===== src/rtl/key_move_request.sv =====
// Left/right push-button conditioning: synchronise, debounce, arbitrate the
// last-pressed key and publish frame-stable active-low move requests.

module key_debounce #(
    parameter int DEBOUNCE_CYCLES = 250000
) (
    input  logic clk,
    input  logic rst_n,
    input  logic key_n,
    output logic db_n
);
    localparam int CW = $clog2(DEBOUNCE_CYCLES + 1);

    logic          sync1;
    logic          sync2;
    logic [CW-1:0] cnt;

    always_ff @(posedge clk or negedge rst_n) begin
        if (!rst_n) begin
            sync1 <= 1'b1;
            sync2 <= 1'b1;
            db_n  <= 1'b1;
            cnt   <= '0;
        end else begin
            sync1 <= key_n;
            sync2 <= sync1;
            // Any cycle where the level agrees with the accepted state restarts the qualification run
            if (sync2 == db_n) begin
                cnt <= '0;
            end else if (cnt == CW'(DEBOUNCE_CYCLES - 1)) begin
                db_n <= sync2;
                cnt  <= '0;
            end else begin
                cnt <= cnt + 1'b1;
            end
        end
    end
endmodule

module key_move_request #(
    parameter int DEBOUNCE_CYCLES = 250000
) (
    input  logic clk,
    input  logic resetN,
    input  logic startOfFrame,
    input  logic keyLeftN,
    input  logic keyRightN,
    output logic moveLeft,
    output logic moveRight,
    output logic bothHeld
);
    typedef enum logic [1:0] {
        LAST_NONE,
        LAST_LEFT,
        LAST_RIGHT
    } last_t;

    last_t last;
    logic  left_db_n, right_db_n;
    logic  left_db_q, right_db_q;
    logic  left_held, right_held;
    logic  left_press, right_press;
    logic  left_release, right_release;
    logic  req_left, req_right;

    key_debounce #(.DEBOUNCE_CYCLES(DEBOUNCE_CYCLES)) u_left (
        .clk   (clk),
        .rst_n (resetN),
        .key_n (keyLeftN),
        .db_n  (left_db_n)
    );

    key_debounce #(.DEBOUNCE_CYCLES(DEBOUNCE_CYCLES)) u_right (
        .clk   (clk),
        .rst_n (resetN),
        .key_n (keyRightN),
        .db_n  (right_db_n)
    );

    always_comb begin
        left_held     = !left_db_n;
        right_held    = !right_db_n;
        left_press    = left_db_q && !left_db_n;
        right_press   = right_db_q && !right_db_n;
        left_release  = !left_db_q && left_db_n;
        right_release = !right_db_q && right_db_n;
        req_left      = left_held && (!right_held || last == LAST_LEFT);
        req_right     = right_held && (!left_held || last == LAST_RIGHT);
    end

    always_ff @(posedge clk or negedge resetN) begin
        if (!resetN) begin
            left_db_q  <= 1'b1;
            right_db_q <= 1'b1;
            last       <= LAST_NONE;
            moveLeft   <= 1'b1;
            moveRight  <= 1'b1;
            bothHeld   <= 1'b0;
        end else begin
            left_db_q  <= left_db_n;
            right_db_q <= right_db_n;

            // Simultaneous presses cancel; a release hands ownership to whichever key remains held
            if (left_press && right_press) begin
                last <= LAST_NONE;
            end else if (left_press) begin
                last <= LAST_LEFT;
            end else if (right_press) begin
                last <= LAST_RIGHT;
            end else if (left_release || right_release) begin
                if (left_held) begin
                    last <= LAST_LEFT;
                end else if (right_held) begin
                    last <= LAST_RIGHT;
                end else begin
                    last <= LAST_NONE;
                end
            end

            if (startOfFrame) begin
                moveLeft  <= !req_left;
                moveRight <= !req_right;
                bothHeld  <= left_held && right_held;
            end
        end
    end
endmodule


===== config.mk =====
export PLATFORM = sky130hd
export DESIGN_NAME = key_move_request
export DESIGN_NICKNAME = d
export VERILOG_FILES = /design/src/rtl/key_move_request.sv
export SDC_FILE = /design/constraint.sdc
export NUM_CORES = 1
export LEC_CHECK = 0
export CAP_MARGIN = 10
export CORE_MARGIN = 2
export CORE_UTILIZATION = 64
export CTS_CLUSTER_SIZE = 8
export DETAILED_ROUTE_END_ITERATION = 7
export GPL_TIMING_DRIVEN = 0
export PLACE_DENSITY = 0.85
export SLEW_MARGIN = 20
export SYNTH_ARGS = -nofsm -noshare
export SYNTH_HDL_FRONTEND = slang
export SYNTH_SLANG_ARGS = --single-unit
export TNS_END_PERCENT = 20

===== constraint.sdc =====
create_clock -name clk -period 4.66 [get_ports clk]
set_input_delay 0.466 -clock clk [delete_from_list [all_inputs] [get_ports clk]]
set_output_delay 0.466 -clock clk [all_outputs]
set_load 0.03 [all_outputs]

Yosys cells after proc, flatten, opt, wreduce, memory -nomap -nowiden
Index checks and enable logic that the tools add are counted.
{"block": "op_classes", "addsub": 2, "n_eq_ne": 6, "mux": 10, "bitwise_logic": 2, "n_reduce_logical": 20}
{"op": "2-to-1 mux 18 bit", "n": 4}
{"op": "adder 18 x 1 -> 18 bit, second input constant", "n": 2}
{"op": "== test 18 bit, second input constant", "n": 2}
{"op": "2-to-1 mux 2 bit", "n": 6}
{"op": "logical AND 1 bit", "n": 8}
{"op": "logical NOT 1 bit", "n": 6}
{"op": "AND reduction 2 bit", "n": 2}
{"op": "nonzero test 4 bit", "n": 1}
{"op": "logical OR 1 bit", "n": 3}
{"op": "== test 1 bit", "n": 2}
{"op": "== test 2 x 1 -> 1 bit, second input constant", "n": 1}
{"op": "== test 2 bit, second input constant", "n": 1}
{"op": "NOT 1 bit", "n": 2}
{"block": "word_totals", "register_bits": 49, "in_bits": 5, "output_inout_bits": 3, "wordCells": 54}

Longest topological paths before layout
{"block": "depth", "ltp_word": 7, "depth_mapped": 5, "ltp_nobuf": 5}

By module
Synthesis repeated with hierarchy kept, for this count alone.
{"block": "unflattened", "cells_unflattened": 225, "area_unflattened_um2": 2367.3}
{"module": "key_debounce", "instances": 2, "cells_each": 99, "area_per_inst_um2": 1033.5, "seq_area_each_um2": 529.3}
{"module": "key_move_request", "instances": 1, "cells_each": 27, "area_per_inst_um2": 300.3, "seq_area_each_um2": 180.2}

Worst setup path before layout
No wires, ideal clock.
{"block": "synth_timing", "path_kind": "reg2reg", "start": "register u_left.cnt[13]", "end": "register u_left.cnt[10]", "setup_time_ns": 0.119, "arrival_ns": 1.854, "required_time_ns": 4.541, "path_slack_ns": 2.687, "stages_incl_launch_ff": 6, "n_path_buf": 1, "synth_period_minus_slack_ns": 1.973, "path_cell_list": "dfrtp_1 or4b_1 or4_4 o21ai_4 buf_6 nor2_1"}
{"block": "synth_via", "elab_chain_cells": 3}
{"item": "from (decl)", "line": "16", "source": "logic [CW-1:0] cnt;"}
{"item": "from (signal assigned)", "line": "34", "source": "cnt <= cnt + 1'b1;"}
{"item": "== test 18 bit", "line": "30", "source": "end else if (cnt == CW'(DEBOUNCE_CYCLES - 1)) begin"}
{"item": "2-to-1 mux 18 bit", "line": "30"}
{"item": "2-to-1 mux 18 bit", "line": "28", "source": "if (sync2 == db_n) begin"}
No other way between the ends.
A chain may end at the register's enable or synchronous reset.

Worst setup path in the final report
{"block": "layout_timing", "start": "register u_left.cnt[13]", "end": "register u_left.cnt[0]"}
The elaborated chain is that of the path after synthesis.

==> out/qor.yml <==
status: "finished, final reports clean"
num_vias: 1620
hold_path.class: "primary input to asynchronous set/reset pin"
clkLatencyLatePin_ns: 0.37
grt_setup_unrepaired: "no"
portBuffers: 7
drt_iter0_drc: 115
syn_avg_cell_area_um2: 10.1
synth-seq-cells: 49
finalNetCount: 246
timing.fmax_ghz: 0.462
via_per_inst: 5.66
p_sw_w: 0.000156
start_util_pct: 67.6
syn_nets: 231
track_usage_pct: 21.7
synthCells: 224
top_regs: "u_left.cnt: 18 flops, u_right.cnt: 18 flops, last: 2 flops"
tns_ns: 0
mostFrequentLayoutCell: "nor2_1"
area_growth_syn_to_layout_pct: 9.69
path_clk_slew_ns: 0.14
instances_no_fill: 286
finalSetupViolations: 0
cp.required_ns: 4.93
place_inst: 278
ys_types: 31
power_density_nw_per_um2: 276
swShare_pct: 22.7
dp_hpwl_um: 2850
grt_start_max_net_pins: 26
ant_nets: 0
drc_errors: 0
power_frac_comb_pct: 4.2
cts-hold-fix-buffers: 0
worst_pin_slew_ns: 0.661
diodes: 0
placeableCoreArea_um2: 3360
p_int_w: 0.000531
cp_max_fo: 10
grt.overflow.total: 0
cap_viol_max_count: 0
rows: 21
drv_slew: 0
cp.arrival_ns: 2.43
wl_per_cell_um: 13.8
period_share_pct: 46.5
regArea_um2: 1240
p_leak_nw: 0.953
finalClockSkew_ns: 0.0110
multiInputGateArea_um2: 975
syn_area_um2: 2270
final_area_um2: 2490
most-common-layout-cells: "49 x nor2_1, 39 x dfrtp_1, 26 x xnor2_1, 12 x nand3_1, 12 x inv_1"
pwr-share-seq_pct: 63.7
n_fill_cell: 265
die_h_um: 63.6
drt-pass1-iter-count: 4
post-cts-setup-buffers: 0
drive_above_1_share_pct: 11.3
irDropWorstVdd_uv: 212
endpoint_kind: "register"
p_clk_share_pct: 32.0
ys_seq_area_share_pct: 54.5
grt_pass1_vias: 1551
die_w_um: 63.6
root_buffer: "clkbuf_4"
ys_warn_count: 0
slew_headroom_pct: 55.6
clock_path_buffers: 2
grt_pass1_wl_um: 6780
criticalPathCategory: "register to register"
grt_antenna_before_repair: 0
clock-sinks: 49
routed_wl_um: 3940
cts_tree: "done"
hold_viol: 0
post_cts_resized: 0
dpl_cell_area_um2: 2420
place_congestion: 0.822
io_pins: 8
cts_buffers: 5
h-tree-depth: 2
period_needed_ns: 2.17
crit_path_start_kind: "register"
dieArea_um2: 4040
[final timing paths]
kind	from	end	slack, ns	depth (start not counted)
setup / recovery	u_left.cnt[13]	u_left.cnt[0]	2.49	5
setup reg to reg	u_left.cnt[13]	u_left.cnt[0]	2.49	5
min in group clk	u_right.sync1	u_right.sync2	0.37	0
hold reg to reg	u_right.sync1	u_right.sync2	0.37	0
max in group asynchronous	resetN	left_db_q	3.99	2
hold / removal	resetN	u_right.cnt[5]	0.08	1
[routing by layer]
layer	wire length [um]	share of wire (%)	track usage (%)
met1	1850	47	28.2
met3	128	3.2	4.46
met5	0	0	0
met4	65	1.6	11.1
met2	1900	48	34.6
[cells by family (layout without fill, tap and decap cells)]
group,count (synthesis),count (layout),share of synthesized area [%]
and+or+nand+nor,105,105,22.6
DFF,49,49,54.5
xor gates and xnor gates,31,31,11.9
AOI/OAI and AO/OA,20,20,5.78
buffers and inverters,14,30,2.64
muxes,3,3,1.49
adders and majority gates,2,2,1.10
[power by group through the flow]
stage          sequential (W)  combinational (W)  clock [W]
2_1_floorplan        0.000445          0.0000125          0
3_3_place_gp         0.000445          0.0000269          0
3_5_place_dp         0.000446          0.0000300          0
4_1_cts              0.000438          0.0000300   0.000225
5_1_grt              0.000439          0.0000335   0.000243
6_report             0.000438          0.0000292   0.000220
[synth_stat cells]
cell type	number	area share, %
a21oi_1	5	1.1
a221oi_1	2	0.77
a31oi_1	2	0.55
and3_1	1	0.28
buf_6	1	0.50
clkbuf_1	1	0.16
dfrtp_1	39	43
dfstp_2	10	12
ha_1	2	1.1
inv_1	12	2.0
mux2_2	3	1.5
nand2_1	7	1.2
nand2b_1	1	0.28
nand3_1	12	2.6
nand4_1	10	2.8
nor2_1	49	8.1
nor3_1	6	1.3
nor4_1	8	2.2
nor4bb_1	1	0.44
o21ai_0	5	1.1
o21ai_1	1	0.22
o21ai_4	1	0.72
o21bai_1	2	0.66
o31ai_1	2	0.66
or2_2	1	0.28
or3_1	2	0.55
or4_1	5	1.7
or4_4	1	0.50
or4b_1	1	0.44
xnor2_1	26	10
xor2_1	5	1.9
[critical path, cell delays in order (launching register included)]
cell	delay [ns]
dfrtp_1	0.44
or4b_1	0.53
or4_4	0.55
o21ai_4	0.30
buf_6	0.20
nor2_1	0.05
[through the flow]
step / hold slack (ns) / power (W) / setup slack [ns] / utilization, %
after CTS: 0.0842 / 0.000693 / 2.48 / 74.1
after detailed placement: 0.348 / 0.000476 / 2.50 / 72.1
after global placement: 0.346 / 0.000472 / 1.83 / 71.4
after global routing: 0.102 / 0.000716 / 2.26 / 74.1
final: 0.0759 / 0.000688 / 2.49 / 74.1
after floorplan: 0.170 / 0.000457 / 2.69 / -
[cell type report]
type                    count  share of cell area, %
plain buffers               2                  0.602
clock buffers               7                   2.61
clock inverters             1                  0.201
inverters                  12                   1.81
multi-input cells         161                   39.1
flip-flops and latches     49                   49.7
well taps                  46                   2.31
repair buffers              8                   3.71
Power figures use the tool's default switching activity.
==> RTL change: new RTL, config.mk and constraints unchanged <==
Add an input register stage for `startOfFrame`, `keyLeftN` and `keyRightN`, without a reset; this delays them by one clock.
--- a/src/rtl/key_move_request.sv
+++ b/src/rtl/key_move_request.sv
@@ -55,6 +55,16 @@
         LAST_RIGHT
     } last_t;
 
+    logic startOfFrame_q;
+    logic keyLeftN_q;
+    logic keyRightN_q;
+
+    always_ff @(posedge clk) begin
+        startOfFrame_q <= startOfFrame;
+        keyLeftN_q     <= keyLeftN;
+        keyRightN_q    <= keyRightN;
+    end
+
     last_t last;
     logic  left_db_n, right_db_n;
     logic  left_db_q, right_db_q;
@@ -66,14 +76,14 @@
     key_debounce #(.DEBOUNCE_CYCLES(DEBOUNCE_CYCLES)) u_left (
         .clk   (clk),
         .rst_n (resetN),
-        .key_n (keyLeftN),
+        .key_n (keyLeftN_q),
         .db_n  (left_db_n)
     );
 
     key_debounce #(.DEBOUNCE_CYCLES(DEBOUNCE_CYCLES)) u_right (
         .clk   (clk),
         .rst_n (resetN),
-        .key_n (keyRightN),
+        .key_n (keyRightN_q),
         .db_n  (right_db_n)
     );
 
@@ -117,7 +127,7 @@
                 end
             end
 
-            if (startOfFrame) begin
+            if (startOfFrame_q) begin
                 moveLeft  <= !req_left;
                 moveRight <= !req_right;
                 bothHeld  <= left_held && right_held;
Check against the original RTL: same outputs for any inputs over 10 cycles, from zero or initial values and one cycle with resetN low; that may be too few to reach the edited logic, so the function may still have changed.
==> RTL change against the unedited design <==
  * Sequential cell count increased by 3
  * Synthesized cell count grew 1.3%
  * Combinational power fell by 5%
  * Sequential power grew 6.4%
  * Global-route usage up 1.1 points
  * Power increased by 23%
  * Via count increased by 2.5%
  * Routed wire length is 1.8% higher
  * Worst setup slack lost 36 ps
  * Critical path type unchanged
  * Synthesized area increased by 2.6%
  * Largest cell class unchanged
  * Critical path depth did not move
  * Final area grew 4.4%
  * First-iteration DRC count rose by 41%
==> RTL change: results (changes against the unedited design) <==
| Metric | Value |
|---|---|
| Worst r2r dst | `u_left.cnt[1]$_DFF_PN0_` |
| PostCTS Resize Cnt | `0 (unchanged)` |
| Relative slew margins | `57.9% (+2.3 points)` |
| Ant diodes | `0 (unchanged)` |
| RR Startpoint | `u_left.cnt[13]$_DFF_PN0_` |
| Synth top area cells | `dfrtp_1 42%, dfstp_2 11%, xnor2_1 9.8%` |
| Worst skew pair latency | `370 ps (about the same)` |
| Post-DP HPWL | `2.91 mm (+2.0%)` |
| Mapped Avg Cell Area | `10.3 um2 (+1.3%)` |
| Synthesized Nets | `234 (+1.3%)` |
| Placed insts | `281 (+1.1%)` |
| Post-synth top cells | `49 x nor2_1, 39 x dfrtp_1, 26 x xnor2_1, 12 x inv_1, 12 x nand3_1` |
| Flop2flop setup slack | `2460 ps (-40 ps)` |
| Global-route wire length before repair | `7.16 mm (+5.5%)` |
| Share of layout cells above drive strength 1 | `11.1% (-0.14 points)` |
| Setup Buffers After CTS | `0 (unchanged)` |
| Largest net degree at the start of global routing | `32 (+23%)` |
| Port Buffers | `7 (unchanged)` |
| Skew final | `13.9 ps (+2.93 ps)` |
| Number of antenna violations at the first check in global routing | `0 (unchanged)` |
| Vias per inst | `5.75 (+1.5%)` |
| CTS Buffer Depth | `2 (unchanged)` |
| RePlAce Congestion | `0.799 (-2.8%)` |
| Post-DP Area | `2480 um2 (+2.2%)` |
| GRT Resource Usage Total | `22.8% (+1.1 points)` |
| Register area share after synthesis | `55.7% (+1.2 points)` |
| DR vias | `1661 (+2.5%)` |
| Reg2reg path depth | `5 (unchanged)` |
| Initial DRC Count | `162 (+41%)` |
| Async set-or-reset flop fraction in the synthesized netlist | `94.2% (-5.8 points)` |
| Pleak | `0.999 nW (+4.8%)` |
| DR WL/cell | `13.9 um (+0.72%)` |
| Worst endpoint data arrival time | `2470 ps (+40 ps)` |
| Nets | `249 (+1.2%)` |
| Vias in the first global route | `1577 (+1.7%)` |
| Netlist cell types | `32 (+3.2%)` |
| Status | `finished clean` |
| H-Tree Level Count | `2 (unchanged)` |
| Detailed Routing Iterations Pass 1 | `4 (unchanged)` |
| Peak supply drop | `0.245 mV (+15%)` |
==> RTL change: cell types whose count changed after synthesis <==
cell / change
dfxtp_1: +3
==> RTL change: through the flow <==
step                util (%)  power, W  hold slack, ps
floorplan                  -  0.000485             170
global placement        72.1  0.000500             287
detailed placement      72.5  0.000503             289
CTS                     76.2  0.000858            12.8
global route            76.2  0.000887            16.0
finish                  76.2  0.000848            6.12
==> RTL change: power breakdown <==
| group | internal (W) | switching, W |
|---|---|---|
| logic | 0.0000101 | 0.0000175 |
| clock network | 0.000221 | 0.000134 |
| registers | 0.000460 | 0.00000606 |
| total | 0.000691 | 0.000157 |
==> RTL change: worst max path at each step <==
stage | start | slack (ps) | to
after global routing | u_right.cnt[0]$_DFF_PN0_ | 2180 | u_right.cnt[13]$_DFF_PN0_
after global placement | resetN | 1830 | u_left.cnt[10]$_DFF_PN0_
after floorplan | u_left.cnt[13]$_DFF_PN0_ | 2690 | u_left.cnt[10]$_DFF_PN0_
final | u_left.cnt[13]$_DFF_PN0_ | 2460 | u_left.cnt[1]$_DFF_PN0_
after CTS | u_right.cnt[0]$_DFF_PN0_ | 2420 | u_right.cnt[14]$_DFF_PN0_
after detailed placement | u_right.cnt[0]$_DFF_PN0_ | 2480 | u_right.cnt[10]$_DFF_PN0_
==> RTL change: final cells by class <==
| class | count | area [um2] |
|---|---|---|
| multi-input combinational | 161 | 975 |
| tap | 46 | 57.6 |
| inverter | 12 | 45.0 |
| fill | 234 | 812 |
| clock inverter | 3 | 90.1 |
| timing repair buffer | 8 | 85.1 |
| sequential | 52 | 1300 |
| buffer | 2 | 15.0 |
| clock buffer | 5 | 37.5 |
==> RTL change: cell families (layout without fill, tap and decap cells) <==
logic type	count (synthesis)	count (layout)	synth area share, %
multiplexers	3	3	1.45
AO/OA/AOI/OAI	20	20	5.63
XOR/XNOR	31	31	11.6
adder cells (fa/ha/maj)	2	2	1.07
flip-flops	52	52	55.7
buffers and inverters	14	30	2.57
AND/OR/NAND/NOR	105	105	22.0
==> RTL change: metal layers <==
| layer | part of all wire [%] | global-route usage (%) | vias up |
|---|---|---|---|
| met4 | 1.4 | 10.4 | 0 |
| met2 | 47 | 35.5 | 39 |
| met3 | 5.3 | 4.23 | 4 |
| li1 | - | - | 816 |
| met1 | 46 | 31.4 | 802 |
| met5 | 0 | 0 | - |
==> RTL change: worst max-delay path, cell delays in order, from the launching register on <==
cell	delay (ps)
dfrtp_1	450
or4b_1	560
or4_4	560
o21ai_4	290
buf_6	190
nor2_1	50
